$ cat src/rtl/rv_pkg.sv
// Shared RV32 R-type definitions: ALU control codes, opcode/func fields and the encode table.
package rv_pkg;

    localparam int unsigned INSTR_W  = 32;
    localparam int unsigned ALU_OP_W = 4;
    localparam int unsigned REG_W    = 5;

    typedef enum logic [ALU_OP_W-1:0] {
        ALU_ADD  = 4'd0,
        ALU_SUB  = 4'd1,
        ALU_SLL  = 4'd2,
        ALU_SLT  = 4'd3,
        ALU_SLTU = 4'd4,
        ALU_XOR  = 4'd5,
        ALU_SRL  = 4'd6,
        ALU_SRA  = 4'd7,
        ALU_OR   = 4'd8,
        ALU_AND  = 4'd9
    } alu_op_e;

    localparam logic [6:0] OPCODE_RTYPE = 7'b0110011;
    localparam logic [6:0] F7_BASE      = 7'b0000000;
    localparam logic [6:0] F7_ALT       = 7'b0100000;

    localparam logic [2:0] F3_ADD_SUB = 3'b000;
    localparam logic [2:0] F3_SLL     = 3'b001;
    localparam logic [2:0] F3_SLT     = 3'b010;
    localparam logic [2:0] F3_SLTU    = 3'b011;
    localparam logic [2:0] F3_XOR     = 3'b100;
    localparam logic [2:0] F3_SRL_SRA = 3'b101;
    localparam logic [2:0] F3_OR      = 3'b110;
    localparam logic [2:0] F3_AND     = 3'b111;

    typedef struct packed {
        logic [6:0]       func7;
        logic [REG_W-1:0] rs2;
        logic [REG_W-1:0] rs1;
        logic [2:0]       func3;
        logic [REG_W-1:0] rd;
        logic [6:0]       opcode;
    } rtype_t;

    function automatic logic op_is_valid(input logic [ALU_OP_W-1:0] op);
        return op <= ALU_OP_W'(ALU_AND);
    endfunction

    // Codes outside the table fall back to ADD fields; callers drop them anyway.
    function automatic rtype_t encode_rtype(input logic [ALU_OP_W-1:0] op,
                                            input logic [REG_W-1:0]    rd,
                                            input logic [REG_W-1:0]    rs1,
                                            input logic [REG_W-1:0]    rs2);
        rtype_t w;
        w.func7  = F7_BASE;
        w.rs2    = rs2;
        w.rs1    = rs1;
        w.func3  = F3_ADD_SUB;
        w.rd     = rd;
        w.opcode = OPCODE_RTYPE;
        case (alu_op_e'(op))
            ALU_ADD:  w.func3 = F3_ADD_SUB;
            ALU_SUB:  begin w.func7 = F7_ALT; w.func3 = F3_ADD_SUB; end
            ALU_SLL:  w.func3 = F3_SLL;
            ALU_SLT:  w.func3 = F3_SLT;
            ALU_SLTU: w.func3 = F3_SLTU;
            ALU_XOR:  w.func3 = F3_XOR;
            ALU_SRL:  w.func3 = F3_SRL_SRA;
            ALU_SRA:  begin w.func7 = F7_ALT; w.func3 = F3_SRL_SRA; end
            ALU_OR:   w.func3 = F3_OR;
            ALU_AND:  w.func3 = F3_AND;
            default:  w.func3 = F3_ADD_SUB;
        endcase
        return w;
    endfunction

endpackage

$ cat src/rtl/rtype_encoder_sync_fifo.sv
// Synchronous FIFO with registered pointers/occupancy; head entry is visible on rdata.
module sync_fifo #(
    parameter int unsigned WIDTH = 32,
    parameter int unsigned DEPTH = 2
) (
    input  logic                     clk,
    input  logic                     rst_n,
    input  logic                     push,
    input  logic [WIDTH-1:0]         wdata,
    input  logic                     pop,
    output logic [WIDTH-1:0]         rdata,
    output logic                     full,
    output logic                     empty,
    output logic [$clog2(DEPTH):0]   count
);

    localparam int unsigned PTR_W = $clog2(DEPTH);
    localparam int unsigned CNT_W = PTR_W + 1;

    logic [WIDTH-1:0] mem [DEPTH];
    logic [PTR_W-1:0] wr_ptr;
    logic [PTR_W-1:0] rd_ptr;
    logic             do_push;
    logic             do_pop;

    assign do_push = rst_n && push && !full;
    assign do_pop  = rst_n && pop && !empty;

    assign full  = (count == CNT_W'(DEPTH));
    assign empty = (count == '0);
    assign rdata = mem[rd_ptr];

    // Pointers wrap naturally because DEPTH is a power of two.
    always_ff @(posedge clk) begin
        if (!rst_n) begin
            wr_ptr <= '0;
            rd_ptr <= '0;
            count  <= '0;
        end else begin
            if (do_push) wr_ptr <= wr_ptr + PTR_W'(1);
            if (do_pop)  rd_ptr <= rd_ptr + PTR_W'(1);
            count <= count + CNT_W'(do_push) - CNT_W'(do_pop);
        end
    end

    always_ff @(posedge clk) begin
        if (do_push) mem[wr_ptr] <= wdata;
    end

endmodule

$ cat src/rtl/rtype_encoder.sv
// Encodes ALU operations into R-type words, buffers them, and counts emitted/dropped requests.
module rtype_encoder
    import rv_pkg::*;
#(
    parameter int unsigned DATA_WIDTH = 32,
    parameter int unsigned DEPTH      = 2
) (
    input  logic                  clk,
    input  logic                  rst_n,
    input  logic                  in_valid,
    output logic                  in_ready,
    input  logic [3:0]            alu_op,
    input  logic [4:0]            rd,
    input  logic [4:0]            rs1,
    input  logic [4:0]            rs2,
    output logic                  out_valid,
    input  logic                  out_ready,
    output logic [DATA_WIDTH-1:0] instr,
    output logic                  err,
    output logic [15:0]           emit_cnt,
    output logic [7:0]            err_cnt
);

    localparam int unsigned CNT_W = $clog2(DEPTH) + 1;

    logic                  full;
    logic                  empty;
    logic [CNT_W-1:0]      count;
    logic [DATA_WIDTH-1:0] head;
    logic [DATA_WIDTH-1:0] word;
    logic                  accept;
    logic                  bad_op;
    logic                  push;
    logic                  pop;

    assign in_ready  = !full;
    assign out_valid = !empty;

    assign accept = rst_n && in_valid && in_ready;
    assign bad_op = !op_is_valid(alu_op);
    assign push   = accept && !bad_op;
    assign pop    = rst_n && out_valid && out_ready;
    assign word   = DATA_WIDTH'(encode_rtype(alu_op, rd, rs1, rs2));

    sync_fifo #(
        .WIDTH (DATA_WIDTH),
        .DEPTH (DEPTH)
    ) u_fifo (
        .clk   (clk),
        .rst_n (rst_n),
        .push  (push),
        .wdata (word),
        .pop   (pop),
        .rdata (head),
        .full  (full),
        .empty (empty),
        .count (count)
    );

    // Stale memory contents are hidden while nothing is buffered.
    assign instr = empty ? '0 : head;

    always_ff @(posedge clk) begin
        if (!rst_n) begin
            err      <= 1'b0;
            emit_cnt <= '0;
            err_cnt  <= '0;
        end else begin
            err <= accept && bad_op;
            if (pop) emit_cnt <= emit_cnt + 16'd1;
            if (accept && bad_op && (err_cnt != 8'hFF)) err_cnt <= err_cnt + 8'd1;
        end
    end

    always_ff @(posedge clk) begin
        if (rst_n) assert (count <= CNT_W'(DEPTH));
    end

endmodule

$ cat config.mk
export PLATFORM = sky130hd
export DESIGN_NAME = rtype_encoder
export DESIGN_NICKNAME = d
export VERILOG_FILES = /design/src/rtl/rv_pkg.sv /design/src/rtl/rtype_encoder_sync_fifo.sv /design/src/rtl/rtype_encoder.sv
export SDC_FILE = /design/constraint.sdc
export NUM_CORES = 1
export LEC_CHECK = 0
export BUFFER_PORTS_ARGS = -buffer_cell sky130_fd_sc_hd__buf_2
export CORE_AREA = 5 5 83 85
export CTS_CLUSTER_DIAMETER = 80
export DETAILED_ROUTE_END_ITERATION = 8
export DIE_AREA = 0 0 88 90
export GPL_TIMING_DRIVEN = 0
export PLACE_DENSITY = 0.77
export SYNTH_ARGS = -nofsm -noshare
export SYNTH_HDL_FRONTEND = slang
export SYNTH_SLANG_ARGS = --single-unit
$ cat constraint.sdc
create_clock -name clk -period 5.9 [get_ports clk]
set_input_delay 1.475 -clock clk [delete_from_list [all_inputs] [get_ports clk]]
set_output_delay 1.475 -clock clk [all_outputs]
set_load 0.01 [all_outputs]
Word-level counts from Yosys, hierarchy flattened. Memories as Yosys holds them, arrays and structs flattened. A register that Yosys moved wholly into a read port is not among the register bits. Index checks and enable logic that the tools add are counted.

$add $sub $neg: 6. Magnitude comparators: 1. Equal/unequal tests: 11. Mux-type cells: 7. Reduce and logical (&&, ||, !) cells: 17.

Operator list (count): 32-bit two-way mux (1); 3-bit case mux with 7 select lines (1); 16-bit by 1-bit adder with 16-bit output (second input constant) (1); 4-bit by 3-bit equality test with 1-bit output (second input constant) (4); 1-bit logical AND (11); 8-bit by 1-bit adder with 8-bit output (second input constant) (1); 4-bit by 2-bit equality test with 1-bit output (second input constant) (2); 4-bit equality test (second input constant) (2); 8-bit != test (second input constant) (1); 6-bit two-way mux (1); 4-bit by 1-bit equality test with 1-bit output (second input constant) (1); 4-bit less-or-equal comparator (second input constant) (1); 1-bit two-way mux (4); 2-bit OR reduction (2); 1-bit zero test (3); 1-bit adder (second input constant) (2); 2-bit by 1-bit adder with 2-bit output (1); 2-bit equality test (second input constant) (1); 2-bit zero test (1); 2-bit by 1-bit subtractor with 2-bit output (1).

Flip-flop bits (word level): 29. RAM bits: 48. Output and inout bits: 59. Memories: 1.

Memory list: u_fifo.mem (depth 2, bits a word 24, rd ports 1, clocked after Yosys merged registers in 1, wr ports 1, line rtype_encoder_sync_fifo.sv:20) `logic [WIDTH-1:0] mem [DEPTH];`.

Longest topological paths before layout. Gate-level depths: netlist of run 1.

Depth after elaboration: 8. Depth in mapped cells: 8.

Modules after synthesis. A second synthesis of run 1 with hierarchy kept.

Cells, all modules: 322. Area total of the unflattened synthesis: 4214.0 µm².

Modules (own cells, without submodules): sync_fifo (times used 1, cells an instance 128, area an instance 2698.8 µm², sequential area each 2021.9 µm²); rtype_encoder (times used 1, cells an instance 194, area an instance 1515.2 µm², sequential area each 500.5 µm²).

Least setup slack after synthesis of run 1. OpenSTA, ideal clock, no wires.

Kind: input port to flip-flop. Start: input alu_op[1]. End: memory u_fifo.mem[0][0] in the netlist's numbering, enable pin. Setup time: 0.397 ns. Arrival: 3.032 ns. Data required time: 5.503 ns. Slack: 2.471 ns. Stages: 4. Path buffers: 1. Path through: buf_2 -> o21a_1 -> and4b_1 -> nor2b_1.

Word-level cells in the longest chain between the ends: 6.

RTL lines: start, declared (line rtype_encoder.sv:12) `input logic [3:0] alu_op,`; 4-bit less-or-equal comparator (line rv_pkg.sv:44) `return op <= ALU_OP_W'(ALU_AND);`; 1-bit logical AND (line rtype_encoder.sv:41) `assign push = accept && !bad_op;`; 1-bit logical AND (2 in a row) (line rtype_encoder_sync_fifo.sv:26) `assign do_push = rst_n && push && !full;`; 1-bit two-way mux (line rtype_encoder_sync_fifo.sv:47) `if (do_push) mem[wr_ptr] <= wdata;`; 1-bit two-way mux (not written as such) (line rtype_encoder_sync_fifo.sv:47); end, declared (line rtype_encoder_sync_fifo.sv:20).

No other way between the ends.

==> flow_metrics.env, run 1 <==
export IMPL_grt_pass1_wl_mm=9.377
export IMPL_drv_slew=0
export IMPL_port_buffers=71
export IMPL_dr_total_vias=2214
export IMPL_avgSynthCellArea_um2=11.18
export IMPL_final_cells=441
export IMPL_synthFlopType="edfxtp_1"
export IMPL_final_cell_mix="buf_2 (77), nor2_1 (39), edfxtp_1 (38), dfxtp_1 (30), mux2i_1 (21)"
export IMPL_crit_fanout=10
export IMPL_maxCapViolations=0
export IMPL_hpwl_mm=4.240
export IMPL_finClkSkew_ps=10.83
export IMPL_cp_slowest_cell="buf_2"
export IMPL_power_leakage_uw=0.001493
export IMPL_drive_above_1_share_pct=29.67
export IMPL_tritoncts="done"
export IMPL_cts_hold_buffers=0
export IMPL_cellPowerDensity_nw_per_um2=275.5
export IMPL_ctsHtreeMaxLevel=3
export IMPL_final_common_cell="buf_2"
export IMPL_cp_data_arrival_time_ps=1730
export IMPL_rsz0062_at_grt="false"
export IMPL_start_util_pct=49.03
export IMPL_peakVddDrop_uv=142.4
export IMPL_clkSlewWorstSetupHoldPaths_ps=80
export IMPL_core_area_um2=6132
export IMPL_dpl_cell_count=425
export IMPL_start_kind="flop"
export IMPL_die_height_um=90
export IMPL_drt_iter0_drc=56
export IMPL_slew_headroom_pct=37.32
export IMPL_antenna_cells=0
export IMPL_timing_hold_ws_ps=468.7
export IMPL_drt_vias_per_instance=5.020
export IMPL_drc_errors=0
export IMPL_cts_root_buf="clkbuf_8"
export IMPL_ys_warn_count=0
export IMPL_num_io_pins=82
export IMPL_first_pass_iters=4
export IMPL_status="finished clean"
export IMPL_first_global_vias=2030
export IMPL_clockBufferDepth=2
export IMPL_postCtsSetupBuffers=0
export IMPL_nFillCells=524
export IMPL_critical_path_class="reg -> out"
export IMPL_required_ps=4430
export IMPL_syn_to_final_growth_pct=21.68
export IMPL_routedWlPerCell_um=13.22
export IMPL_ctsResizeCount=0
export IMPL_grt_ovfl_total=0
export IMPL_setup_violations=0
export IMPL_synth_edf_count=38
export IMPL_synthesis_area_um2=3007
export IMPL_synth_seq_area_share_pct=57.93
export IMPL_fin_crit_ps=3207
export IMPL_synth_seq_cells=68
export IMPL_p_total_uw=1008
export IMPL_hold_viol=0
export IMPL_netlist_cell_type_count=40
export IMPL_grt_max_degree=20
export IMPL_track_usage_pct=14.98
export IMPL_cts_sinks=68
export IMPL_final_antenna_net_count=0
export IMPL_fp_dieW_um=88
export IMPL_tns_ps=0
export IMPL_place_congestion=0.7778
export IMPL_clk_insertion_delay_late_ps=330
export IMPL_postSynthCellCount=269
export IMPL_crit_chain="buf_2 > buf_2 > mux2i_1 > nor2_1 > buf_2"
export IMPL_routed_wl_mm=5.829
export IMPL_crit_path_max_incr_delay_ps=360
export IMPL_final_period_utilization_pct=54.35
export IMPL_die_area_um2=7920
export IMPL_numCtsBuffers=9
export IMPL_layout_nets=386
export IMPL_rows=29
export IMPL_tightest_slew_ps=935.9
export IMPL_crit_path_end_kind="output port"
export IMPL_path_common_cell="buf_2"
export IMPL_holdCritPathClass="reg -> reg"
export IMPL_timing_fmax_ghz=0.3119
export IMPL_antenna_found_initial=0
export IMPL_synth_async_reset_ratio_pct=0
## cells by family after synthesis
logic type      after synthesis  synth area share, %
compound gates               34                7.199
xor+xnor                     13                3.787
fa+ha+maj                     4                1.665
buf+inv                      35                6.492
flops                        68                57.93
mux                          22                7.366
other cells                   1               0.1247
simple gates                 92                15.44
## final timing paths
| path | cells after the start | startpoint | to | slack, ps |
|---|---|---|---|---|
| worst min-delay path | 1 | emit_cnt[15] | emit_cnt[15] | 470 |
| worst max-delay path | 5 | flop | instr[24] | 2690 |
| worst max register to register | 3 | u_fifo.count[0] | u_fifo.mem[0][4] | 3880 |
| worst min register to register | 1 | emit_cnt[15] | emit_cnt[15] | 470 |
## flip-flops by register name, indices dropped and copies added (netlist names), named ones only
signal and cells:
err_cnt 8, err 1, u_fifo.rd_ptr 1, emit_cnt 16, u_fifo.mem 38, u_fifo.wr_ptr 1, u_fifo.count 2
## report_power, final
part / switching [uW] / internal, uW / total [uW]
Clock: 168 / 149 / 317
Combinational: 93.5 / 73.1 / 167
Sequential: 7.98 / 516 / 524
## synth_stat cells (all sizes together) (2+ instances only)
cell type / n / share of area (%)
inv: 9 / 1.1
or3: 3 / 0.62
xor2: 7 / 2.0
a21oi: 13 / 2.2
o21ai: 6 / 1.0
o41ai: 2 / 0.58
ha: 4 / 1.7
nor3: 2 / 0.33
o31ai: 7 / 1.7
and3: 2 / 0.42
clkbuf: 4 / 0.50
edfxtp: 38 / 38
o21a: 2 / 0.50
nand3: 8 / 1.3
dfxtp: 30 / 20
buf: 22 / 4.9
xnor2: 6 / 1.7
mux2i: 21 / 7.0
nor2: 39 / 4.9
nand2b: 4 / 0.83
and4: 2 / 0.58
and2: 3 / 0.62
o311ai: 2 / 0.58
nand2: 9 / 1.1
or4: 7 / 1.7
nand4: 6 / 1.2
## metal layers
layer	global-route usage [%]	wire length (um)	vias to the layer above
met2	24.56	2800	63
met3	3.931	476	6
li1	-	-	1125
met4	6.138	65	0
met5	0	0	-
met1	18.44	2486	1020
## final cells by class
class | instances | area [um2] | share of cell area [%]
well taps | 77 | 96.34 | 2.633
flip-flops and latches | 68 | 1742 | 47.61
inverters | 9 | 33.78 | 0.9234
repair buffers | 71 | 355.3 | 9.713
clock buffers | 9 | 123.9 | 3.386
plain buffers | 26 | 161.4 | 4.412
multi-input cells | 174 | 1102 | 30.13
clock inverters | 7 | 43.79 | 1.197
## worst max-delay path, delay by kind of cell, from the launching register on
family                 cells  cell delay, ps
buffers and inverters      3             790
DFF                        1             300
muxes                      1             250
and+or+nand+nor            1              60
## per-stage QoR
stage	setup slack [ps]	instance area, um2	util [%]
after detailed placement	2520	3491	56.93
after global placement	2014	3488	56.89
after CTS	2652	3659	59.66
after global routing	2471	3659	59.66
final	2693	3659	59.66
after floorplan	2471	3037	-
(Power assumes the default switching activity.)
==> run 2: changes to the inputs <==
Settings changed: CORE_AREA 5 5 83 85 to 5 5 86 88, DIE_AREA 0 0 88 90 to 0 0 91 93, PLACE_DENSITY 0.77 to 0.75.
Clock period 5.9 ns to 2.7 ns, I/O delays scaled along.
==> run 2 against run 1 <==
Core utilization is 2.9 points lower. Sequential cell count did not move. Critical path type unchanged. Total power grew 140%.
==> flow_metrics.env, run 2 (same netlist as run 1, synthesis figures left out) <==
export IMPL_final_common_cell="buf_2"
export IMPL_hold_path_depth=1
export IMPL_num_io_pins=82
export IMPL_ff2ff_setup_slack_ps=720
export IMPL_cts_sinks=68
export IMPL_dr_wl_met3_um=447
export IMPL_port_buffers=71
export IMPL_postCtsSetupBuffers=0
export IMPL_clk_insertion_delay_late_ps=330
export IMPL_critical_path_class="reg -> out"
export IMPL_start_util_pct=45.77
export IMPL_antenna_cells=0
export IMPL_clockBufferDepth=2
export IMPL_routed_wl_mm=6.107
export IMPL_cp_data_arrival_time_ps=1740
export IMPL_final_cell_mix="buf_2 (77), nor2_1 (39), edfxtp_1 (38), dfxtp_1 (30), mux2i_1 (21)"
export IMPL_reg2reg_from="u_fifo.count[1]"
export IMPL_dpl_cell_count=429
export IMPL_required_ps=2030
export IMPL_nFillCells=556
export IMPL_layout_nets=387
export IMPL_multi_input_area_um2=1102
export IMPL_regMostFlops="u_fifo.mem"
export IMPL_largest_reg_flops=38
export IMPL_ctsHtreeMaxLevel=3
export IMPL_first_pass_iters=4
export IMPL_dr_total_vias=2255
export IMPL_drive_above_1_share_pct=30.14
export IMPL_final_seq_area_um2=1742
export IMPL_routedWlPerCell_um=13.72
export IMPL_cts_hold_buffers=0
export IMPL_status="finished clean"
export IMPL_top_layer_used="met4"
export IMPL_track_usage_pct=14.41
export IMPL_die_area_um2=8463
export IMPL_min_from="emit_cnt[15]"
export IMPL_ctsResizeCount=0
export IMPL_final_antenna_net_count=0
export IMPL_die_height_um=93
export IMPL_slew_headroom_pct=40.31
export IMPL_holdPathEnd="emit_cnt[15]"
export IMPL_tritoncts="done"
export IMPL_drc_errors=0
export IMPL_met2WireLength_mm=2.781
export IMPL_final_period_utilization_pct=89.42
export IMPL_wl_met1_mm=2.811
export IMPL_core_area_um2=6569
export IMPL_holdCritPathClass="reg -> reg"
export IMPL_final_util_pct=56.72
export IMPL_p_total_uw=2414
export IMPL_start_kind="flop"
export IMPL_hold_viol=0
export IMPL_place_congestion=0.7793
export IMPL_final_cells=445
export IMPL_antenna_found_initial=0
export IMPL_hpwl_mm=4.385
export IMPL_finClkSkew_ps=7.513
export IMPL_worst_r2r_path_depth=3
export IMPL_numCtsBuffers=9
export IMPL_tightest_slew_ps=895.3
export IMPL_maxCapViolations=0
export IMPL_r2r_end="u_fifo.mem[1][10]"
export IMPL_grt_pass1_wl_mm=9.942
export IMPL_crit_fanout=10
export IMPL_grt_max_degree=20
export IMPL_syn_to_final_growth_pct=23.93
export IMPL_rows=30
export IMPL_cts_root_buf="clkbuf_8"
export IMPL_cellPowerDensity_nw_per_um2=647.9
export IMPL_clkSlewWorstSetupHoldPaths_ps=70
export IMPL_setup_violations=0
export IMPL_drt_iter0_drc=75
export IMPL_fin_crit_ps=2414
export IMPL_crit_path_end_kind="output port"
export IMPL_peakVddDrop_uv=391.4
export IMPL_fp_dieW_um=91
export IMPL_grt_ovfl_total=0
export IMPL_rsz0062_at_grt="false"
export IMPL_first_global_vias=2145
export IMPL_drv_slew=0
export IMPL_power_leakage_uw=0.001527
export IMPL_largestRegisters="u_fifo.mem: 38 flops, emit_cnt: 16 flops, err_cnt: 8 flops"
export IMPL_timing_fmax_ghz=0.4142
export IMPL_drt_vias_per_instance=5.067
## run 2: changes by cell type in the layout (fill, tap and decap cells not counted), sizes merged
cell,before,now
buf,93,94
clkinvlp,3,2
clkbuf,13,14
clkinv,4,2
bufinv,0,2
## run 2: layout make-up
class                      instances  share of cell area (%)
clock buffer                      10                   3.425
clock inverter                     6                   2.384
timing repair buffer              72                   9.940
multi-input combinational        174                   29.58
tap                               80                   2.686
sequential                        68                   46.74
buffer                            26                   4.332
inverter                           9                  0.9066
## run 2: per-layer routing
metal	track usage (%)	up-vias
li1	-	1129
met5	0	-
met2	23.20	73
met3	4.586	7
met1	17.94	1046
met4	5.868	0
## run 2: stage by stage
| step | worst slack (ps) | cell area (um2) | hold WS, ps | TNS (ps) |
|---|---|---|---|---|
| 6_report | 285.5 | 3726 | 466.3 | 0 |
| 3_3_place_gp | -465.7 | 3492 | 445.6 | -8844 |
| 3_5_place_dp | 143.7 | 3510 | 455.3 | 0 |
| 5_1_grt | 140.1 | 3726 | 480.0 | 0 |
| 2_1_floorplan | 70.72 | 3037 | 481.3 | 0 |
| 4_1_cts | 252.6 | 3726 | 468.2 | 0 |
## run 2: worst max path at each step
stage,start,endpoint,slack (ps),cells after the start
detailed placement,alu_op[1],u_fifo.mem[1][2],140,4
finish,flop,instr[17],290,5
floorplan,alu_op[1],u_fifo.mem[0][0],70,4
global placement,alu_op[1],u_fifo.mem[0][12],-470,4
global route,flop,instr[17],140,5
CTS,flop,instr[17],250,5
## run 2: power breakdown
part,switching (uW),leakage (uW),internal [uW]
combinational,205,0.000835,161
sequential,17.7,0.000589,1130
clock,382,0.000102,520
## run 2: critical path: stages (launching register included)
cell and delay [ps]:
dfxtp_1 300, buf_2 270, buf_2 360, mux2i_1 250, nor2_1 70, buf_2 160
==> run 3: changes to the inputs <==
Settings changed: CORE_AREA 5 5 86 88 to 5 5 107 109, DIE_AREA 0 0 91 93 to 0 0 112 114, PLACE_DENSITY 0.75 to default.
==> run 3 against run 2 <==
Cell area increased by 0.91%. Largest cell class unchanged. Maximum frequency decreased by 1.2%. Critical path type unchanged. Worst setup slack got worse by 28 ps. Critical endpoint unchanged. Largest power group unchanged. Global-route usage decreased by 3.7 points. Highest routed layer unchanged.
==> flow_metrics.env, run 3 (same netlist as run 1, synthesis figures left out) <==
export IMPL_grt_pass1_wl_mm=10.75
export IMPL_power_leakage_uw=0.001510
export IMPL_largestRegisters="u_fifo.mem: 38 flops, emit_cnt: 16 flops, err_cnt: 8 flops"
export IMPL_die_height_um=114
export IMPL_track_usage_pct=10.67
export IMPL_tritoncts="done"
export IMPL_p_seq_share_pct=50.8
export IMPL_cellPowerDensity_nw_per_um2=599.8
export IMPL_drive_above_1_share_pct=30.41
export IMPL_tns_ps=0
export IMPL_cts_root_buf="clkbuf_8"
export IMPL_holdCritPathClass="reg -> reg"
export IMPL_crit_fanout=10
export IMPL_path_buf_inv=3
export IMPL_antenna_cells=0
export IMPL_hold_viol=0
export IMPL_netSwitchingFraction_pct=27.87
export IMPL_start_kind="flop"
export IMPL_clkSlewWorstSetupHoldPaths_ps=70
export IMPL_dr_total_vias=2256
export IMPL_drc_errors=0
export IMPL_required_ps=2030
export IMPL_slew_headroom_pct=37.29
export IMPL_crit_path_max_incr_delay_ps=370
export IMPL_syn_to_final_growth_pct=25.05
export IMPL_final_antenna_net_count=0
export IMPL_power_frac_comb_pct=16.4
export IMPL_maxCapViolations=0
export IMPL_path_common_cell="buf_2"
export IMPL_drt_vias_per_instance=4.467
export IMPL_tightest_slew_ps=940.6
export IMPL_antenna_found_initial=0
export IMPL_cts_sinks=68
export IMPL_fp_dieW_um=112
export IMPL_crit_chain="buf_2 > buf_2 > mux2i_1 > nor2_1 > buf_2"
export IMPL_core_area_um2=10510
export IMPL_rows=38
export IMPL_place_congestion=0.7417
export IMPL_layout_nets=387
export IMPL_drt_iter0_drc=89
export IMPL_final_period_utilization_pct=90.47
export IMPL_num_io_pins=82
export IMPL_grt_ovfl_total=0
export IMPL_routedWlPerCell_um=13.19
export IMPL_crit_path_end_kind="output port"
export IMPL_first_global_vias=2168
export IMPL_clk_insertion_delay_late_ps=330
export IMPL_fin_crit_ps=2443
export IMPL_regMostFlops="u_fifo.mem"
export IMPL_final_common_cell="buf_2"
export IMPL_grt_max_degree=20
export IMPL_numCtsBuffers=9
export IMPL_cp_slowest_cell="buf_2"
export IMPL_dpl_cell_count=489
export IMPL_timing_fmax_ghz=0.4094
export IMPL_postCtsSetupBuffers=0
export IMPL_drv_slew=0
export IMPL_finClkSkew_ps=7.227
export IMPL_p_clk_share_pct=32.8
export IMPL_largest_reg_flops=38
export IMPL_cts_hold_buffers=0
export IMPL_first_pass_iters=4
export IMPL_die_area_um2=12770
export IMPL_critical_path_class="reg -> out"
export IMPL_ctsHtreeMaxLevel=3
export IMPL_hpwl_mm=4.722
export IMPL_cp_top_family="buffers and inverters"
export IMPL_port_buffers=71
export IMPL_final_cells=505
export IMPL_cp_data_arrival_time_ps=1770
export IMPL_clockBufferDepth=2
export IMPL_rsz0062_at_grt="false"
export IMPL_p_int_uw=1627
export IMPL_ctsResizeCount=0
export IMPL_final_cell_mix="buf_2 (77), nor2_1 (39), edfxtp_1 (38), dfxtp_1 (30), mux2i_1 (21)"
export IMPL_peakVddDrop_uv=204.7
export IMPL_setup_violations=0
export IMPL_routed_wl_mm=6.659
export IMPL_status="finished clean"
export IMPL_p_sw_uw=628.6
export IMPL_start_util_pct=28.61
==> run 3: cell count changes in the layout (fill, tap and decap cells not counted), sizes merged <==
cell    before  now
bufinv       2    0
clkinv       2    3
inv          9   11
clkbuf      14   13
==> run 3: worst register-to-register path, stage by stage, from the launching register on <==
cell and delay, ps:
dfxtp_1 370, or2b_1 230, and4b_1 320, and2_1 780
==> run 3: area by class of cell <==
cell class / instances / area [um2]
Fill cell: 1094 / 6748
Sequential cell: 68 / 1742
Multi-Input combinational cell: 174 / 1102
Timing Repair Buffer: 72 / 370.4
Tap cell: 140 / 175.2
Buffer: 26 / 161.4
Clock buffer: 9 / 123.9
Clock inverter: 7 / 51.30
Inverter: 9 / 33.78
==> run 3: path summary, 6_finish.rpt <==
kind | start | endpoint | slack (ps) | depth (start not counted)
worst max register to register | u_fifo.count[1] | u_fifo.mem[1][0] | 620 | 3
worst min-delay path | emit_cnt[15] | emit_cnt[15] | 470 | 1
worst min register to register | emit_cnt[15] | emit_cnt[15] | 470 | 1
worst max-delay path | flop | instr[17] | 260 | 5
==> run 3: per-layer routing <==
metal  up-vias  track usage (%)  part of all wire, %
li1       1121                -                    -
met1      1067            12.92                   44
met2        62            17.67                   48
met3         6            3.926                  6.8
met4         0            3.606                 0.92
met5         -                0                    0
==> run 3: power by group through the flow <==
stage               sequential, uW  combinational [uW]  clock [uW]
CTS                           1150                 381         781
global route                  1150                 413         833
detailed placement            1170                 379           0
floorplan                     1170                 238           0
global placement              1170                 372           0
finish                        1150                 371         739
==> run 3: stage by stage <==
step	utilization (%)	hold slack, ps	cell area [um2]	setup slack, ps	power, uW
after detailed placement	34.12	456.8	3585	28.83	1548
after floorplan	-	481.3	3037	70.72	1406
final	35.78	465.5	3760	257.4	2255
after global routing	35.78	488.4	3760	55.04	2395
after CTS	35.78	470.8	3760	173.1	2308
after global placement	33.95	452.0	3567	-585.8	1540
